==> src/rtl/bcd_convert_arbiter_pkg.sv <==
// Shared types and helpers for the two-requester double-dabble BCD converter.
package bcd_pkg;

  localparam int BCD_DIGIT_W = 4;

  typedef enum logic [1:0] {
    IDLE  = 2'd0,
    SHIFT = 2'd1,
    DONE  = 2'd2
  } state_t;

  // Decimal digits needed to print the largest WIDTH-bit unsigned value.
  function automatic int min_digits(input int width);
    logic [127:0] maxv;
    logic [127:0] pow10;
    int           d;
    maxv  = (128'd1 << width) - 128'd1;
    pow10 = 128'd10;
    d     = 1;
    for (int i = 0; i < 40; i++) begin
      if (pow10 <= maxv) begin
        pow10 = pow10 * 128'd10;
        d     = d + 1;
      end
    end
    return d;
  endfunction

endpackage

==> src/rtl/bcd_convert_arbiter_if.sv <==
// Request/result bundle between the two value sources and the shared BCD engine.
interface bcd_convert_arbiter_if #(
  parameter int WIDTH  = 32,
  parameter int DIGITS = 10
);
  import bcd_pkg::*;

  logic [1:0]                    req;
  logic [WIDTH-1:0]              bin0;
  logic [WIDTH-1:0]              bin1;
  logic                          busy;
  logic                          gnt_id;
  logic                          done;
  logic [BCD_DIGIT_W*DIGITS-1:0] bcd;

  modport master (
    output req, bin0, bin1,
    input  busy, gnt_id, done, bcd
  );

  modport slave (
    input  req, bin0, bin1,
    output busy, gnt_id, done, bcd
  );

endinterface

==> src/rtl/bcd_convert_arbiter_digit_adj.sv <==
// One double-dabble correction cell: a BCD digit of 5 or more gets 3 added.
module bcd_digit_adj
  import bcd_pkg::*;
(
  input  logic [BCD_DIGIT_W-1:0] i_digit,
  output logic [BCD_DIGIT_W-1:0] o_digit
);

  assign o_digit = (i_digit >= BCD_DIGIT_W'(5)) ? (i_digit + BCD_DIGIT_W'(3)) : i_digit;

endmodule

==> src/rtl/bcd_convert_arbiter.sv <==
// Round-robin shared binary-to-BCD engine: one bit per clock, result and
// winner id published together on a single-cycle done pulse.
module bcd_convert_arbiter
  import bcd_pkg::*;
#(
  parameter int WIDTH  = 32,
  parameter int DIGITS = 10
) (
  input  logic                 clk,
  input  logic                 reset,
  bcd_convert_arbiter_if.slave bus
);

  localparam int BCD_W = BCD_DIGIT_W * DIGITS;
  localparam int CNT_W = (WIDTH > 1) ? $clog2(WIDTH) : 1;
  localparam logic [CNT_W-1:0] CNT_LAST = CNT_W'(WIDTH - 1);

  generate
    if (DIGITS < min_digits(WIDTH)) begin : g_digits_check
      $error("bcd_convert_arbiter: DIGITS too small for WIDTH");
    end
  endgenerate

  state_t           r_state;
  logic [WIDTH-1:0] r_shreg;
  logic [BCD_W-1:0] r_acc;
  logic [CNT_W-1:0] r_cnt;
  logic             r_ptr;
  logic             r_cur;
  logic             r_busy;
  logic             r_gnt_id;
  logic             r_done;
  logic [BCD_W-1:0] r_bcd;

  logic [BCD_W-1:0] w_adj;
  logic [BCD_W-1:0] w_next_acc;
  logic             w_winner;

  generate
    for (genvar d = 0; d < DIGITS; d++) begin : g_adj
      bcd_digit_adj u_adj (
        .i_digit (r_acc[d*BCD_DIGIT_W +: BCD_DIGIT_W]),
        .o_digit (w_adj[d*BCD_DIGIT_W +: BCD_DIGIT_W])
      );
    end
  endgenerate

  // Pointer only matters on a tie; a lone requester always wins.
  assign w_winner   = (bus.req == 2'b11) ? r_ptr : bus.req[1];
  assign w_next_acc = {w_adj[BCD_W-2:0], r_shreg[WIDTH-1]};

  always_ff @(posedge clk) begin
    if (reset) begin
      r_state  <= IDLE;
      r_shreg  <= '0;
      r_acc    <= '0;
      r_cnt    <= '0;
      r_ptr    <= 1'b0;
      r_cur    <= 1'b0;
      r_busy   <= 1'b0;
      r_gnt_id <= 1'b0;
      r_done   <= 1'b0;
      r_bcd    <= '0;
    end else begin
      r_done <= 1'b0;
      case (r_state)
        IDLE: begin
          if (|bus.req) begin
            r_cur   <= w_winner;
            r_ptr   <= ~w_winner;
            r_shreg <= w_winner ? bus.bin1 : bus.bin0;
            r_acc   <= '0;
            r_cnt   <= CNT_LAST;
            r_busy  <= 1'b1;
            r_state <= SHIFT;
          end
        end
        SHIFT: begin
          r_acc   <= w_next_acc;
          r_shreg <= r_shreg << 1;
          if (r_cnt == '0) begin
            r_state <= DONE;
          end else begin
            r_cnt <= r_cnt - CNT_W'(1);
          end
        end
        DONE: begin
          // bcd and gnt_id only change here, so partial sums never leak out.
          r_bcd    <= r_acc;
          r_gnt_id <= r_cur;
          r_done   <= 1'b1;
          r_busy   <= 1'b0;
          r_state  <= IDLE;
        end
        default: begin
          r_state <= IDLE;
        end
      endcase
    end
  end

  assign bus.busy   = r_busy;
  assign bus.gnt_id = r_gnt_id;
  assign bus.done   = r_done;
  assign bus.bcd    = r_bcd;

endmodule

==> src/flat_wrapper.sv <==
// flat-port wrapper written by rule: the top's interface ports become plain ports
module bcd_convert_arbiter_flat import bcd_pkg::*;
#(
  parameter int WIDTH  = 32,
  parameter int DIGITS = 10
)
  (clk, reset, bus_req, bus_bin0, bus_bin1, bus_busy, bus_gnt_id, bus_done, bus_bcd);
  bcd_convert_arbiter_if #(.WIDTH(WIDTH), .DIGITS(DIGITS)) bus_i ();
  input  logic clk;
  input  logic reset;
  input wire logic [$bits(bus_i.req)-1:0] bus_req;
  input wire logic [$bits(bus_i.bin0)-1:0] bus_bin0;
  input wire logic [$bits(bus_i.bin1)-1:0] bus_bin1;
  output wire logic [$bits(bus_i.busy)-1:0] bus_busy;
  output wire logic [$bits(bus_i.gnt_id)-1:0] bus_gnt_id;
  output wire logic [$bits(bus_i.done)-1:0] bus_done;
  output wire logic [$bits(bus_i.bcd)-1:0] bus_bcd;
  assign bus_i.req = bus_req;
  assign bus_i.bin0 = bus_bin0;
  assign bus_i.bin1 = bus_bin1;
  assign bus_busy = bus_i.busy;
  assign bus_gnt_id = bus_i.gnt_id;
  assign bus_done = bus_i.done;
  assign bus_bcd = bus_i.bcd;
  bcd_convert_arbiter #(.WIDTH(WIDTH), .DIGITS(DIGITS)) u_core (.clk(clk), .reset(reset), .bus(bus_i));
endmodule
==> config.mk <==
export PLATFORM = sky130hd
export DESIGN_NAME = bcd_convert_arbiter_flat
export DESIGN_NICKNAME = d
export VERILOG_FILES = /design/src/rtl/bcd_convert_arbiter_pkg.sv /design/src/rtl/bcd_convert_arbiter_if.sv /design/src/rtl/bcd_convert_arbiter_digit_adj.sv /design/src/rtl/bcd_convert_arbiter.sv /design/src/flat_wrapper.sv
export SDC_FILE = /design/constraint.sdc
export NUM_CORES = 1
export LEC_CHECK = 0
export ABC_AREA = 1
export BUFFER_PORTS_ARGS = -buffer_cell sky130_fd_sc_hd__buf_2
export CAP_MARGIN = 20
export CORE_MARGIN = 5
export CORE_UTILIZATION = 57
export DETAILED_ROUTE_END_ITERATION = 10
export PLACE_DENSITY_LB_ADDON = 0.25
export SYNTH_ARGS = -nofsm -noshare
export SYNTH_HDL_FRONTEND = slang
export SYNTH_HIERARCHICAL = 1
export SYNTH_SLANG_ARGS = --single-unit
==> constraint.sdc <==
create_clock -name clk -period 1.6 [get_ports clk]
set_input_delay 0.24 -clock clk [delete_from_list [all_inputs] [get_ports clk]]
set_output_delay 0.24 -clock clk [all_outputs]
set_load 0.02 [all_outputs]
==> results.txt <==
Outcome: completed
CTS Buf Count: 17
First-pass GRT wire length: 26400 microns
Tmin final: 1.42 ns
Skew final: 0.0100 ns
Wirelength per Cell: 12.2 microns
Combinational Power Share: 15.9%
Gr ovfl total: 0
Max Clk Rate: 703 MHz
Cts repair resizes: 0
Max FO, Critical Path: 6
Slew Viols, Final: 0
Mean Syn Cell Area: 6.68 sq um
Crit path cell chain: inv_1, ha_1, nor2_4, nor2_4, a21oi_2, nand2_1, a21oi_1
HP Start: bus_bin0[6]
Critical path buffers and inverters: 1
ANT nets after route: 0
Boundary Pins: 111
Filler cells: 1000
Synthesized Nets: 1082
Sw frac: 26.5%
Worst-margin pin slew: 0.754 ns
Worst hold path endpoint: u_core/r_shreg[6]
PwrDens: 1080 mW/mm^2
Skew-Pair Late Insertion Delay: 0.41 ns
Final Hold Fails: 0
CTS tree: done
Clk root buf: clkbuf_16
Max Root-Sink Buffers: 2
Antenna violations before repair: 0
Sink Count: 124
Fin nets: 1181
First-pass DRT Iterations: 6
Vias in the first global route: 5872
Tcrit/Tclk final: 88.9%
Net switching power: 2.25 mW
Cell internal pwr: 6.25 mW
Vias/cell: 5.07
Stages on worst setup path: 7
Power, Total: 8.50 mW
CP Launch Point: u_core/r_acc[20]
Netlist Area Pre-Place: 0.00663 sq mm
Maximum VDD drop: 0.789 mV
Post-CTS setup buffer count: 0
R2R setup slack: 0.18 ns
Core Region: 0.0114 sq mm
Setup TNS: 0 ns
Antenna cells: 0
Std cell rows: 39
R2R Path End: u_core/r_acc[24]
CP Launch Type: register
Kind of cell adding the most delay to the critical path: flip-flops
Leak: 3.72 nW
Final setup fails: 0
Synthesized instance count: 993
Final wirelength: 15200 microns
Crit end category: register
Drt drc: 0
Layout cell share with drive strength beyond 1: 20.9%
Warnings from Yosys: 6
Largest net degree at the start of global routing: 80
Via count: 6317
Iter 0 DRT Violations: 405
Worst path required time: 1.93 ns
Clock slew at reported path FFs: 0.05 ns
Die Y: 118 microns
FF-to-FF Start: u_core/r_acc[20]
Initial Util: 58.1%
H-tree Lvls: 4
Max incr delay on CP: 0.42 ns
DP HPWL: 9960 microns
Worst Setup Path Type: reg -> reg
Worst EP arrival: 1.75 ns
Max-slew headroom: 49.7%
Gpl congestion: 0.843
Die ar.: 0.0139 sq mm
Total track usage: 22.1%
Synthesis-to-finish area growth: 19.0%
Most used cell, CP: nor2_4
R2r worst-path depth: 7
Hold Path Class: in -> reg
Clock power share: 44.2%
Die Span X: 118 microns
RSZ-0062 raised after global routing: no
Max-cap violations: 0
Register share of total power: 39.8%
Critical-path top delay cell: dfxtp_1
Depth of the worst hold-timing path: 5
IO Port Bufs: 110
Hold buffer count at cts: 0
worst register-to-register path, stage by stage (launching register included):
cell	delay, ns
dfxtp_1	0.42
inv_1	0.10
ha_1	0.25
nor2_4	0.15
nor2_4	0.07
a21oi_2	0.12
nand2_1	0.08
a21oi_1	0.16
placed cells by master (no fill, tap or decap):
cell type / instances
nand2_1: 250
nor2_1: 231
dfxtp_1: 124
buf_2: 110
o21ai_0: 62
a21oi_1: 52
nand3_1: 51
inv_1: 48
nand3b_1: 31
nor2_4: 22
ha_1: 21
buf_4: 18
clkbuf_16: 17
inv_2: 16
nand2_2: 10
o21ai_2: 10
a21oi_2: 9
clkbuf_8: 5
buf_12: 5
clkinv_2: 4
bufinv_16: 2
clkbuf_1: 1
clkinvlp_4: 1
or2_2: 1
nor2_2: 1
nor3_1: 1
through the flow:
stage / hold WS, ns / cell area [sq um] / worst slack, ns / std cells / util, %
after floorplan: 0.426 / 6630 / 0.375 / 993 / -
after global placement: 0.456 / 7310 / 0.258 / 1216 / 64.0
after detailed placement: 0.467 / 7310 / 0.219 / 1216 / 64.0
after CTS: 0.165 / 7890 / 0.177 / 1246 / 69.1
after global routing: 0.188 / 7890 / 0.0440 / 1246 / 69.1
final: 0.174 / 7890 / 0.178 / 1246 / 69.1
area by class of cell:
type | count | area (sq um) | share of cell area [%]
multi-input cells | 752 | 3620 | 45.9
clock inverters | 7 | 87.6 | 1.11
flip-flops and latches | 124 | 2480 | 31.4
clock buffers | 23 | 498 | 6.31
repair buffers | 133 | 786 | 9.95
inverters | 64 | 240 | 3.04
well taps | 143 | 179 | 2.27
registers in the layout (all words and copies together) (netlist names):
signal	cells
u_core/r_ptr	1
u_core/r_cur	1
u_core/bus.gnt_id	1
u_core/bus.busy	1
u_core/r_acc	40
u_core/bus.done	1
u_core/bus.bcd	40
u_core/r_cnt	5
u_core/r_state	2
u_core/r_shreg	32
worst max-delay path by stage:
stage,end,slack [ns]
floorplan,u_core/r_acc[10],0.37
CTS,u_core/r_acc[24],0.18
global route,u_core/r_acc[14],0.04
detailed placement,u_core/r_acc[30],0.22
global placement,u_core/r_acc[24],0.26
finish,u_core/r_acc[24],0.18
power by group through the flow:
| stage | logic (mW) | registers, mW | clock network (mW) |
|---|---|---|---|
| after floorplan | 0.940 | 3.48 | 0 |
| after detailed placement | 1.35 | 3.44 | 0 |
| after CTS | 1.36 | 3.38 | 3.82 |
| after global placement | 1.33 | 3.44 | 0 |
| final | 1.35 | 3.39 | 3.76 |
| after global routing | 1.53 | 3.40 | 3.97 |
metal layers:
metal | vias up | share of wire, % | GRT usage [%]
met5 | - | 0 | 0
met3 | 11 | 4.8 | 5.38
li1 | 3322 | - | -
met4 | 0 | 0.67 | 5.81
met2 | 141 | 48 | 37.4
met1 | 2843 | 46 | 28.1
Power figures use the tool's default switching activity.
